### config.mk
export PLATFORM = sky130hd
export DESIGN_NAME = ram_port_arbiter
export DESIGN_NICKNAME = d
export VERILOG_FILES = /design/src/rtl/ram_port_arbiter.sv
export SDC_FILE = /design/constraint.sdc
export NUM_CORES = 1
export LEC_CHECK = 0
export BUFFER_PORTS_ARGS = -buffer_cell sky130_fd_sc_hd__buf_2
export CORE_UTILIZATION = 43
export DETAILED_ROUTE_END_ITERATION = 10
export PLACE_DENSITY = 0.91
export REMOVE_ABC_BUFFERS = 1
export SYNTH_ARGS = -nofsm -noshare
export SYNTH_HDL_FRONTEND = slang
export SYNTH_SLANG_ARGS = --single-unit
### constraint.sdc
create_clock -name clk -period 1.7 [get_ports clk]
set_clock_uncertainty 0.05 [all_clocks]
set_input_delay 0.51 -clock clk [delete_from_list [all_inputs] [get_ports clk]]
set_output_delay 0.51 -clock clk [all_outputs]
set_load 0.01 [all_outputs]
### src/rtl/ram_port_arbiter.sv
// ---------------------------------------------------------------------------
// ram_port_arbiter
//
// Shares one single-port synchronous RAM between two requesters. Arbitration
// is combinational; the winning command is registered onto the RAM pins
// (stage 1). A read then raises a response flag one cycle later (stage 2),
// while the RAM is presenting the data, so a read accepted in cycle N is
// answered in cycle N+2. One command per cycle is sustained with no bubbles.
//
// Optional feature (compile-time macro):
//   RAM_ARB_ROUND_ROBIN_EN  defined   -> 1-bit round-robin pointer
//                                        resolves contention
//                           undefined -> requester 0 always wins contention
//
// Ports:
//   clk, rst_n     clock, asynchronous active-low reset
//   req_valid[1:0] per-requester command valid
//   req_ready[1:0] per-requester grant (at most one bit high)
//   req_we[1:0]    per-requester command type, 1 = write
//   req_addr       requester i address in [i*ADDR_WIDTH +: ADDR_WIDTH]
//   req_wdata      requester i write data in [i*DATA_WIDTH +: DATA_WIDTH]
//   rsp_valid[1:0] one-cycle read-completion pulse, bit = owner
//   rsp_rdata      read data, valid while a rsp_valid bit is high
//   ram_address, ram_data_in, ram_we, ram_cs   registered RAM controls
//   ram_data_out   RAM read data
// ---------------------------------------------------------------------------
module ram_port_arbiter #(
  parameter int unsigned DATA_WIDTH = 8,
  parameter int unsigned ADDR_WIDTH = 8
) (
  input  logic                    clk,
  input  logic                    rst_n,
  input  logic [1:0]              req_valid,
  output logic [1:0]              req_ready,
  input  logic [1:0]              req_we,
  input  logic [2*ADDR_WIDTH-1:0] req_addr,
  input  logic [2*DATA_WIDTH-1:0] req_wdata,
  output logic [1:0]              rsp_valid,
  output logic [DATA_WIDTH-1:0]   rsp_rdata,
  output logic [ADDR_WIDTH-1:0]   ram_address,
  output logic [DATA_WIDTH-1:0]   ram_data_in,
  output logic                    ram_we,
  output logic                    ram_cs,
  input  logic [DATA_WIDTH-1:0]   ram_data_out
);

  // Stage-1 (RAM command) registers
  logic [ADDR_WIDTH-1:0] ram_address_q, ram_address_d;
  logic [DATA_WIDTH-1:0] ram_data_in_q, ram_data_in_d;
  logic                  ram_we_q, ram_we_d;
  logic                  ram_cs_q, ram_cs_d;
  logic                  s1_owner_q, s1_owner_d;
  logic                  s1_rd_q, s1_rd_d;

  // Stage-2 (response) registers
  logic                  rsp_pend_q, rsp_pend_d;
  logic                  rsp_owner_q, rsp_owner_d;

  // Requester favoured on contention
  logic                  favour;

`ifdef RAM_ARB_ROUND_ROBIN_EN
  logic                  ptr_q, ptr_d;
  assign favour = ptr_q;
`else
  assign favour = 1'b0;
`endif

  logic [1:0]            gnt;
  logic                  accept;
  logic                  sel;

  // Combinational grant; nothing is granted while reset is asserted.
  always_comb begin
    gnt = 2'b00;
    if (rst_n) begin
      case (req_valid)
        2'b01:   gnt = 2'b01;
        2'b10:   gnt = 2'b10;
        2'b11:   gnt = favour ? 2'b10 : 2'b01;
        default: gnt = 2'b00;
      endcase
    end
  end

  assign req_ready = gnt;
  assign accept    = |gnt;
  assign sel       = gnt[1];

  // Stage-1 next state: load on accept, otherwise deselect the RAM but keep
  // address/data stable.
  always_comb begin
    ram_cs_d      = accept;
    ram_we_d      = 1'b0;
    ram_address_d = ram_address_q;
    ram_data_in_d = ram_data_in_q;
    s1_owner_d    = s1_owner_q;
    s1_rd_d       = 1'b0;
    if (accept) begin
      ram_we_d      = sel ? req_we[1] : req_we[0];
      ram_address_d = sel ? req_addr[2*ADDR_WIDTH-1:ADDR_WIDTH] : req_addr[ADDR_WIDTH-1:0];
      ram_data_in_d = sel ? req_wdata[2*DATA_WIDTH-1:DATA_WIDTH] : req_wdata[DATA_WIDTH-1:0];
      s1_owner_d    = sel;
      s1_rd_d       = ~ram_we_d;
    end
  end

  // Stage-2 next state: a stage-1 read becomes a pending response while the
  // RAM captures its data.
  always_comb begin
    rsp_pend_d  = s1_rd_q;
    rsp_owner_d = s1_rd_q ? s1_owner_q : rsp_owner_q;
  end

`ifdef RAM_ARB_ROUND_ROBIN_EN
  // Any grant hands priority to the other requester.
  always_comb begin
    ptr_d = accept ? ~sel : ptr_q;
  end
`endif

  always_ff @(posedge clk or negedge rst_n) begin
    if (!rst_n) begin
      ram_address_q <= '0;
      ram_data_in_q <= '0;
      ram_we_q      <= 1'b0;
      ram_cs_q      <= 1'b0;
      s1_owner_q    <= 1'b0;
      s1_rd_q       <= 1'b0;
      rsp_pend_q    <= 1'b0;
      rsp_owner_q   <= 1'b0;
`ifdef RAM_ARB_ROUND_ROBIN_EN
      ptr_q         <= 1'b0;
`endif
    end else begin
      ram_address_q <= ram_address_d;
      ram_data_in_q <= ram_data_in_d;
      ram_we_q      <= ram_we_d;
      ram_cs_q      <= ram_cs_d;
      s1_owner_q    <= s1_owner_d;
      s1_rd_q       <= s1_rd_d;
      rsp_pend_q    <= rsp_pend_d;
      rsp_owner_q   <= rsp_owner_d;
`ifdef RAM_ARB_ROUND_ROBIN_EN
      ptr_q         <= ptr_d;
`endif
    end
  end

  assign ram_address = ram_address_q;
  assign ram_data_in = ram_data_in_q;
  assign ram_we      = ram_we_q;
  assign ram_cs      = ram_cs_q;

  assign rsp_valid   = {rsp_pend_q & rsp_owner_q, rsp_pend_q & ~rsp_owner_q};
  // RAM output is already registered inside the RAM; pass it straight through.
  assign rsp_rdata   = ram_data_out;

endmodule
* After elaboration in Yosys (flattened, before gate mapping)
Index checks and enable logic that the tools add are counted.
** Word-level totals
- Bits in registers :: 22
- Input bits :: 46
- Output and inout bits :: 30
- Logic and storage cells :: 24
** Cells by class
- Equality and inequality tests :: 3
- Mux-type cells :: 7
- Bitwise gates (word level) :: 4
- Reductions and logical operators :: 2
** Operators with widths (number)
- $mux W8 :: 2
- $eq A2 B2 Y1 const B :: 2
- $pmux W2 S2 :: 1
- $reduce_or A2 Y1 :: 2
- $mux W1 :: 3
- $and A1 B1 Y1 :: 2
- $eq A2 B1 Y1 const B :: 1
- $mux W2 :: 1
- $not A1 Y1 :: 2

* Logic depth before layout (Yosys ltp)
Gate-level depths: netlist (run 1).
- Depth after elaboration :: 7
- Gate-level depth with buffers :: 5
- Gate-level depth less buffers :: 3

* Worst setup path before layout (run 1)
Ideal clock, no wire load.
- Kind :: input to output
- Start :: in rst_n
- End :: out req_ready[1]
- Data arrival time :: 1138 ps
- Required time :: 1140 ps
- Path slack :: 2 ps
- Stages on the path :: 4
- Buffers on the path :: 2
- Cells stage by stage :: buf_2 -> clkbuf_1 -> nand2_1 -> nor2_1
** On the way
- Longest elaborated chain between the ends :: 1
** RTL lines
- start, declared :: RTL line 32 : input logic rst_n,
- $mux W2 :: RTL line 76 : if (rst_n) begin
- end, declared :: RTL line 34 : output logic [1:0] req_ready,
Every way passes these cells.

* Final worst setup path (run 1)
- Start :: reg rsp_owner_q
- End :: out rsp_valid[1]
** On the way
- Longest elaborated chain between the ends :: 1
** RTL lines
- start, declared :: RTL line 57 : logic rsp_owner_q, rsp_owner_d;
- start signal, assigned :: RTL line 143 : rsp_owner_q <= rsp_owner_d;
- $and A1 B1 Y1 :: RTL line 155 : assign rsp_valid = {rsp_pend_q & rsp_owner_q, rsp_pend_q & ~rsp_owner_q};
- end, declared :: RTL line 38 : output logic [1:0] rsp_valid,
Every way passes these cells.

==> results of run 1 <==
[critical path, stage by stage (launching register included)]
cell and delay (ns):
dfrtp_1 0.40, and2_1 0.13, buf_2 0.13
[sequential cells by signal, indices dropped and copies added, names as in the netlist]
register	flops
ram_address	8
ram_data_in	8
ram_cs	1
ram_we	1
rsp_owner_q	1
rsp_pend_d	1
rsp_pend_q	1
s1_owner_q	1
[where the power goes]
group	switching, mW	internal, mW	leakage [nW]
clock	0.142	0.130	0.0210
combinational	0.159	0.165	0.522
sequential	0.0552	0.593	0.257
[Yosys cell counts]
cell	instances
buf_4	9
nor2b_1	2
nor2b_4	1
clkbuf_1	4
mux2_2	1
nand2b_1	2
buf_8	1
nor2_1	18
nor3_1	7
and3b_1	16
nor3_2	9
o22ai_1	7
o22ai_2	9
a21oi_1	1
and2_1	2
a22oi_1	1
or2_1	1
inv_1	1
buf_6	1
dfrtp_1	22
nand2_1	2
a21boi_0	1
buf_2	1
[through the flow]
stage	power [mW]	instance area, sq um	hold slack, ns	instances
final	1.24	1550	0.109	202
after global routing	1.33	1550	0.0956	202
after CTS	1.26	1550	0.101	202
after detailed placement	0.986	1510	0.329	198
after global placement	0.975	1510	0.322	198
after floorplan	0.822	1140	0.164	103
[final cells by class]
cell class / count / share of cell area, %
clock buffers: 4 / 2.34
inverters: 1 / 0.243
multi-input cells: 80 / 37.8
flip-flops and latches: 22 / 35.6
well taps: 31 / 2.51
repair buffers: 64 / 21.5
[layer usage]
metal,share of wire (%),vias to the layer above
met4,0.28,0
li1,-,515
met5,0,-
met3,6.8,2
met1,47,479
met2,46,46
[logic make-up after synthesis]
| family | count (synthesis) |
|---|---|
| muxes | 1 |
| DFF | 22 |
| and+or+nand+nor | 60 |
| AOI/OAI and AO/OA | 19 |
| buffers and inverters | 17 |
[path summary, 6_finish.rpt]
path / endpoint / slack, ns / cells past startpoint
max in group asynchronous: ram_address[2] / 1.21 / 2
max reg2reg: rsp_owner_q / 0.85 / 1
max: rsp_valid[1] / 0.18 / 2
min: rsp_pend_d / 0.11 / 2
min in group clk: rsp_pend_q / 0.35 / 0
min reg2reg: rsp_pend_q / 0.35 / 0
==> run summary, run 1 <==
Summing the areas of all and, or, nand and nor instances in the mapped netlist gives 31.7% of the synthesized area. At the pin with the least slew margin, the transition time is 0.355 ns. The tools report the via count of the first global-routing pass as 930.

Dividing the detail-routed via count by the number of cells gives 5.16. The number of warnings reported in the yosys synthesis log is 0. Summing the areas of all fa, ha and maj instances in the mapped netlist gives 0% of the synthesized area.

In this run the mean area of a mapped cell was 10.5 sq um. The flow ran to the end, and the final reports show no timing, DRC or antenna violations. STA classifies the critical path endpoint as a primary output. Setup repair after global routing left no endpoint under its margin. At the later pin of the worst-skew pair, clock insertion delay measures 0.29 ns.

The first global-routing pass estimated 4.11 mm of wire. The reported leakage power was 0.800 nW; the time the final worst path needs with I/O delays and setup was 1.52 ns. The tools report the H-tree level count as 1. Prior to clock tree synthesis, the placed netlist has a worst setup slack of 0.181 ns.

Entering global routing, the biggest net connects 28 pins. The detailed-routing iteration count for the pre-antenna-repair pass was 4; the achievable frequency was 0.660 GHz. The count of max-cap constraint violations came out at 0. The clock passes through at most 2 buffers. Global routing consumed, on the met2 layer, 25.3% of the routing resources. The clock transition time at the flip-flop clock pins of the worst setup and hold paths is 0.11 ns. The last weighted congestion value of the routability-driven placer was 0.716; the met3 demand-to-capacity share in global routing was 4.65%.

The mapped netlist covers 1250 sq um. TritonCTS built the clock tree. The worst setup path is launched from a flip-flop.

The combined area of the multi-input logic cells was 586 sq um; the wire length reported by the detailed router was 2.54 mm. In the final routed layout, each cell accounts on average for 12.6 um. The x dimension of the die was 56.0 um; the fraction of layout instances using a drive strength above 1 was 51.5%.

The number of antenna diodes in the final layout is 0. Leaving out fill and tap cells, the most frequent cells in the layout are 59 x buf_2, 22 x dfrtp_1, 18 x nor2_1, 16 x and3b_1. The power density of the placed cells was 804 nW/um^2; the number of buffers added to fix hold violations after cts was 0.

The met1 global-route usage was 22.4%. Along the worst path, the maximum fanout reaches 3. Leaving out fill and tap cells, the most frequent cell in the layout is buf_2.

In this run the vertical extent of the chip is 56.0 um. After detailed routing, the number of remaining DRC violations is 0. The post-synthesis share of cell area spent on xor and xnor gates was 0%.

By area, the combinational part of the netlist is dominated by simple AND/OR/NAND/NOR gates. Cells fill 56.1% of the core in the end. The die covers 3140 sq um.

Count of nets left with antenna violations after detail routing: 0. Measured against its own limit, the worst slew margin works out to 76.3%. The logs give 551 sq um for the register area and 0 for the hold violation total from the final report. After synthesis, the largest area contributor takes up 43.9% of total cell area. The starting density of the core was 45.5%; the total count of max-transition violations in the final report was 0.

STA puts the critical path data required time at 1.14 ns. In the post-synthesis netlist, the biggest area contributors are dfrtp_1 44%, and3b_1 11%, o22ai_2 9.0%, nor3_2 7.2%, buf_4 5.4%. The initial antenna violation count is 0. The core region is 2760 sq um. The number of setup buffers added after CTS was 0; the maximum vdd ir drop was 0.469 mV.

The TritonCTS buffer count was 3; the proportion of synthesized chip area in sequential cells was 43.9%. In this run the worst setup path begins at rsp_owner_q. Counting every instance in the synthesized netlist gives 119. The clock net sink count was 22; the share of synthesized area spent on multiplexers was 0.898%. The first routing iteration left 22 violations. The filler cells instantiated in the layout total 257. Counting flops and latches in the post-synthesis netlist gives 22.

In the finished design, the share of the clock period the worst path needs comes to 89.1%. The number of different library cells used by synthesis comes to 23. In this run, post-CTS repair resized a total of 0 instances. Global routing used 16.2% of the available tracks across all layers.

The final-report setup violation count is 0. The count of buffers from port buffering was 59. The type of the tightest min-delay check was input port to asynchronous set/reset pin.

Of all cell types, the one taking the most synthesized area is dfrtp_1. For this design the top-level I/O count stands at 76. Setup slack closes at 0.185 ns.

After global routing the overflow that remains totals 0. The net count reported at finish is 218. From synthesis to final layout, the design area changed by 23.5%. The critical path is of the flip-flop to primary output type.

Root buffer selected by CTS: clkbuf_4. At the worst endpoint, the arrival time is 0.96 ns. Total number of vias: 1042.

Busiest layer in global routing: met2. The site row count came out at 19. The worst register-to-register path begins at rsp_pend_d.

Summing the areas of all compound-gate instances in the mapped netlist gives 14.1% of the synthesized area. Summed over all nets, the half-perimeter wirelength after detailed placement is 1.87 mm. In the final timing run, aggregate negative setup slack is 0 ns.
No activity file was read; power rests on OpenSTA's default activity.
==> run 2, diff against run 1 <==
BUFFER_PORTS_ARGS = default   (was -buffer_cell sky130_fd_sc_hd__buf_2)
CORE_UTILIZATION = 56   (was 43)
CTS_CLUSTER_DIAMETER = 120   (was default)
DONT_BUFFER_PORTS = 1   (was default)
PLACE_DENSITY = 0.82   (was 0.91)
==> run summary, run 2 (synthesized netlist as in run 1, its figures left out) <==
The run finished with clean final reports. The core occupancy in the finished layout was 60.5% (+4.4 points); the wire length of the first global-routing pass was 4.08 mm (-0.68%). The run gives 0 (unchanged) as the initial antenna violation count. The achievable frequency came out at 0.677 GHz (+2.7%). The run gives 0 (unchanged) as the total congestion overflow. TritonCTS built the clock tree. The site row count is 16 (-3).

The tools report the antenna diode count as 0 (unchanged). The tools report the detailed-route DRC error count as 0 (unchanged). The clock transition time at the flip-flop clock pins of the worst setup and hold paths was 0.13 ns (+0.02 ns). The last weighted congestion value of the routability-driven placer was 0.598 (-17%). The non-filler instance count after layout was 137 (-32%); the largest fanout on the critical path was 3 (unchanged). The via density per instance was 6.26 (+21%). The final HPWL from detailed placement is 1.64 mm (-13%), and the time the final worst path needs with I/O delays and setup is 1.48 ns (-0.0392 ns).

Type of the tightest min-delay check: input port to flip-flop. The fraction of power spent switching nets works out to 29.3% (+0.60 points). The critical path goes through nor2b_1. The logs give 2.46 mm (-3.1%) for the wire length reported by the detailed router and 25.2% (+3.3 points) for the clock network fraction of design power. The area growth from synthesis to layout is -1.50%. In the layout the commonest cells are 22 x dfrtp_1, 18 x nor2_1, 16 x and3b_1, 9 x o22ai_2, 9 x nor3_2. The total count of max-transition violations in the final report is 0 (unchanged), and the detailed-routing iteration count for the pre-antenna-repair pass is 2 (-2).

The tools report the part of the power in registers as 59.8% (+7.7 points). The register area is 551 sq um (unchanged). Combined area of the multi-input logic cells: 586 sq um (unchanged). The hold violation total from the final report was 0 (unchanged); the sum of buffers and inverters on the critical path was 0 (-1).

The count of buffers from port buffering was 0 (-100%). The tools report the H-tree level count as 1 (unchanged). For the number of setup buffers added after CTS, the log shows 0 (unchanged). Average wire per cell in the routed design: 18.0 um (+43%). The total number of vias is 858 (-18%), and the die extent in y is 49.3 um (-12%). The die area was 2430 sq um (-22%).

The run gives 0 (unchanged) as the count of nets left with antenna violations after detail routing. For the buffer levels on the longest clock path, the log shows 2 (unchanged). The root buffer selected by CTS is clkbuf_4.

The worst max-slew margin expressed relative to the limit was 34.9% (-41 points). The clock network latency to the later pin of the worst-skew pair was 0.30 ns (about the same); the measured slew at the worst slew-check pin was 0.973 ns (+0.618 ns). The logs give 1 (+1) for the number of buffers added to fix hold violations after cts and 0.814 mW (-8.3%) for the cell-internal power. The maximum vdd ir drop was 0.554 mV (+18%); the reported leakage power was 0.555 nW (-31%). The number of top-level design ports was 76 (unchanged).

The x dimension of the die is 49.3 um (-12%). The share of the clock period used by the worst path after layout works out to 86.8% (-2.3 points). Leaving out fill and tap cells, the most frequent cell in the layout is dfrtp_1. The core area was 2040 sq um (-26%). The net count reported at finish is 157 (-28%), and the number of design-rule violations left by the first detailed-router iteration is 7 (-68%).

The number of placed cells counting well taps was 132 (-33%). Pin count of the biggest net entering global routing: 40 (+43%). The power density of the placed cells was 932 nW/um^2 (+16%).

The worst setup path is captured at a primary output. For the TritonCTS buffer count, the log shows 3 (unchanged). The power dissipated by switching net loads is 0.337 mW (-5.6%), and the filler cell count in the final layout is 196 (-24%). The logs give 0 (unchanged) for the number of gates given a new drive strength after cts and 22 (unchanged) for the clock net sink count. The maximum single-stage delay on the critical path was 0.41 ns (about the same).

The logs give 61.4% (+16 points) for the starting density of the core and 903 (-2.9%) for the via count of the first global-routing pass. Register-to-register path setup slack: 0.80 ns (-0.05 ns). The critical path data arrival time came out at 0.92 ns (-0.04 ns).

The global-route usage over all layers is 22.0% (+5.8 points), and the final-report setup violation count is 0 (unchanged). The fraction of layout instances using a drive strength above 1 works out to 23.6% (-28 points). The standard cell with the maximum stage delay on the critical path was dfrtp_1.

The endpoint required time on the critical path is 1.14 ns (about the same), and the setup TNS after final layout is 0 ns (unchanged). The count of max-cap constraint violations came out at 0 (unchanged). Setup repair after global routing left no endpoint under its margin. Combinational group share of total power: 15.0% (-11 points). STA classifies the critical path startpoint as a flip-flop.

The gate family responsible for the most delay along the worst path was flip-flops. The critical path is of the flip-flop to primary output type.
[run 2: cell count changes in the layout (fill, tap and decap cells not counted), sizes merged]
cell / previous run / this run
buf: 64 / 2
dlygate4sd3: 0 / 1
[run 2: metal layers]
layer | global-route usage, % | share of wire, % | vias up
li1 | - | - | 391
met1 | 26.9 | 39 | 416
met2 | 35.4 | 50 | 49
met3 | 9.03 | 10 | 2
met4 | 6.37 | 0.45 | 0
met5 | 0 | 0 | -
[run 2: worst paths after layout]
check,to,startpoint,cells past startpoint
worst max register to register,ram_address[3],ram_address[3],2
min in group asynchronous,ram_cs,rst_n,1
max in group asynchronous,rsp_pend_d,rst_n,1
worst max-delay path,rsp_valid[0],rsp_owner_q,1
worst min-delay path,ram_cs,rst_n,1
worst min register to register,rsp_pend_q,rsp_pend_d,0
[run 2: area by class of cell]
| type | count | area share (%) |
|---|---|---|
| multi-input cells | 80 | 47.4 |
| flip-flops and latches | 22 | 44.6 |
| clock buffers | 4 | 2.94 |
| well taps | 27 | 2.74 |
| repair buffers | 3 | 2.03 |
| inverters | 1 | 0.304 |
[run 2: stage by stage]
stage                     setup slack (ns)  power (mW)  area [sq um]  hold slack (ns)
after floorplan                     0.0487       0.822          1140            0.164
after global placement               0.133       0.849          1190            0.165
after detailed placement            0.0530       0.863          1190            0.165
after CTS                            0.183        1.16          1230            0.274
after global routing                0.0624        1.21          1230            0.264
final                                0.224        1.15          1230            0.286
[run 2: power groups by stage]
stage,Sequential [mW],Clock [mW],Combinational [mW]
detailed placement,0.699,0,0.164
finish,0.688,0.290,0.173
floorplan,0.681,0,0.140
global placement,0.694,0,0.155
global route,0.698,0.314,0.196
CTS,0.689,0.297,0.176
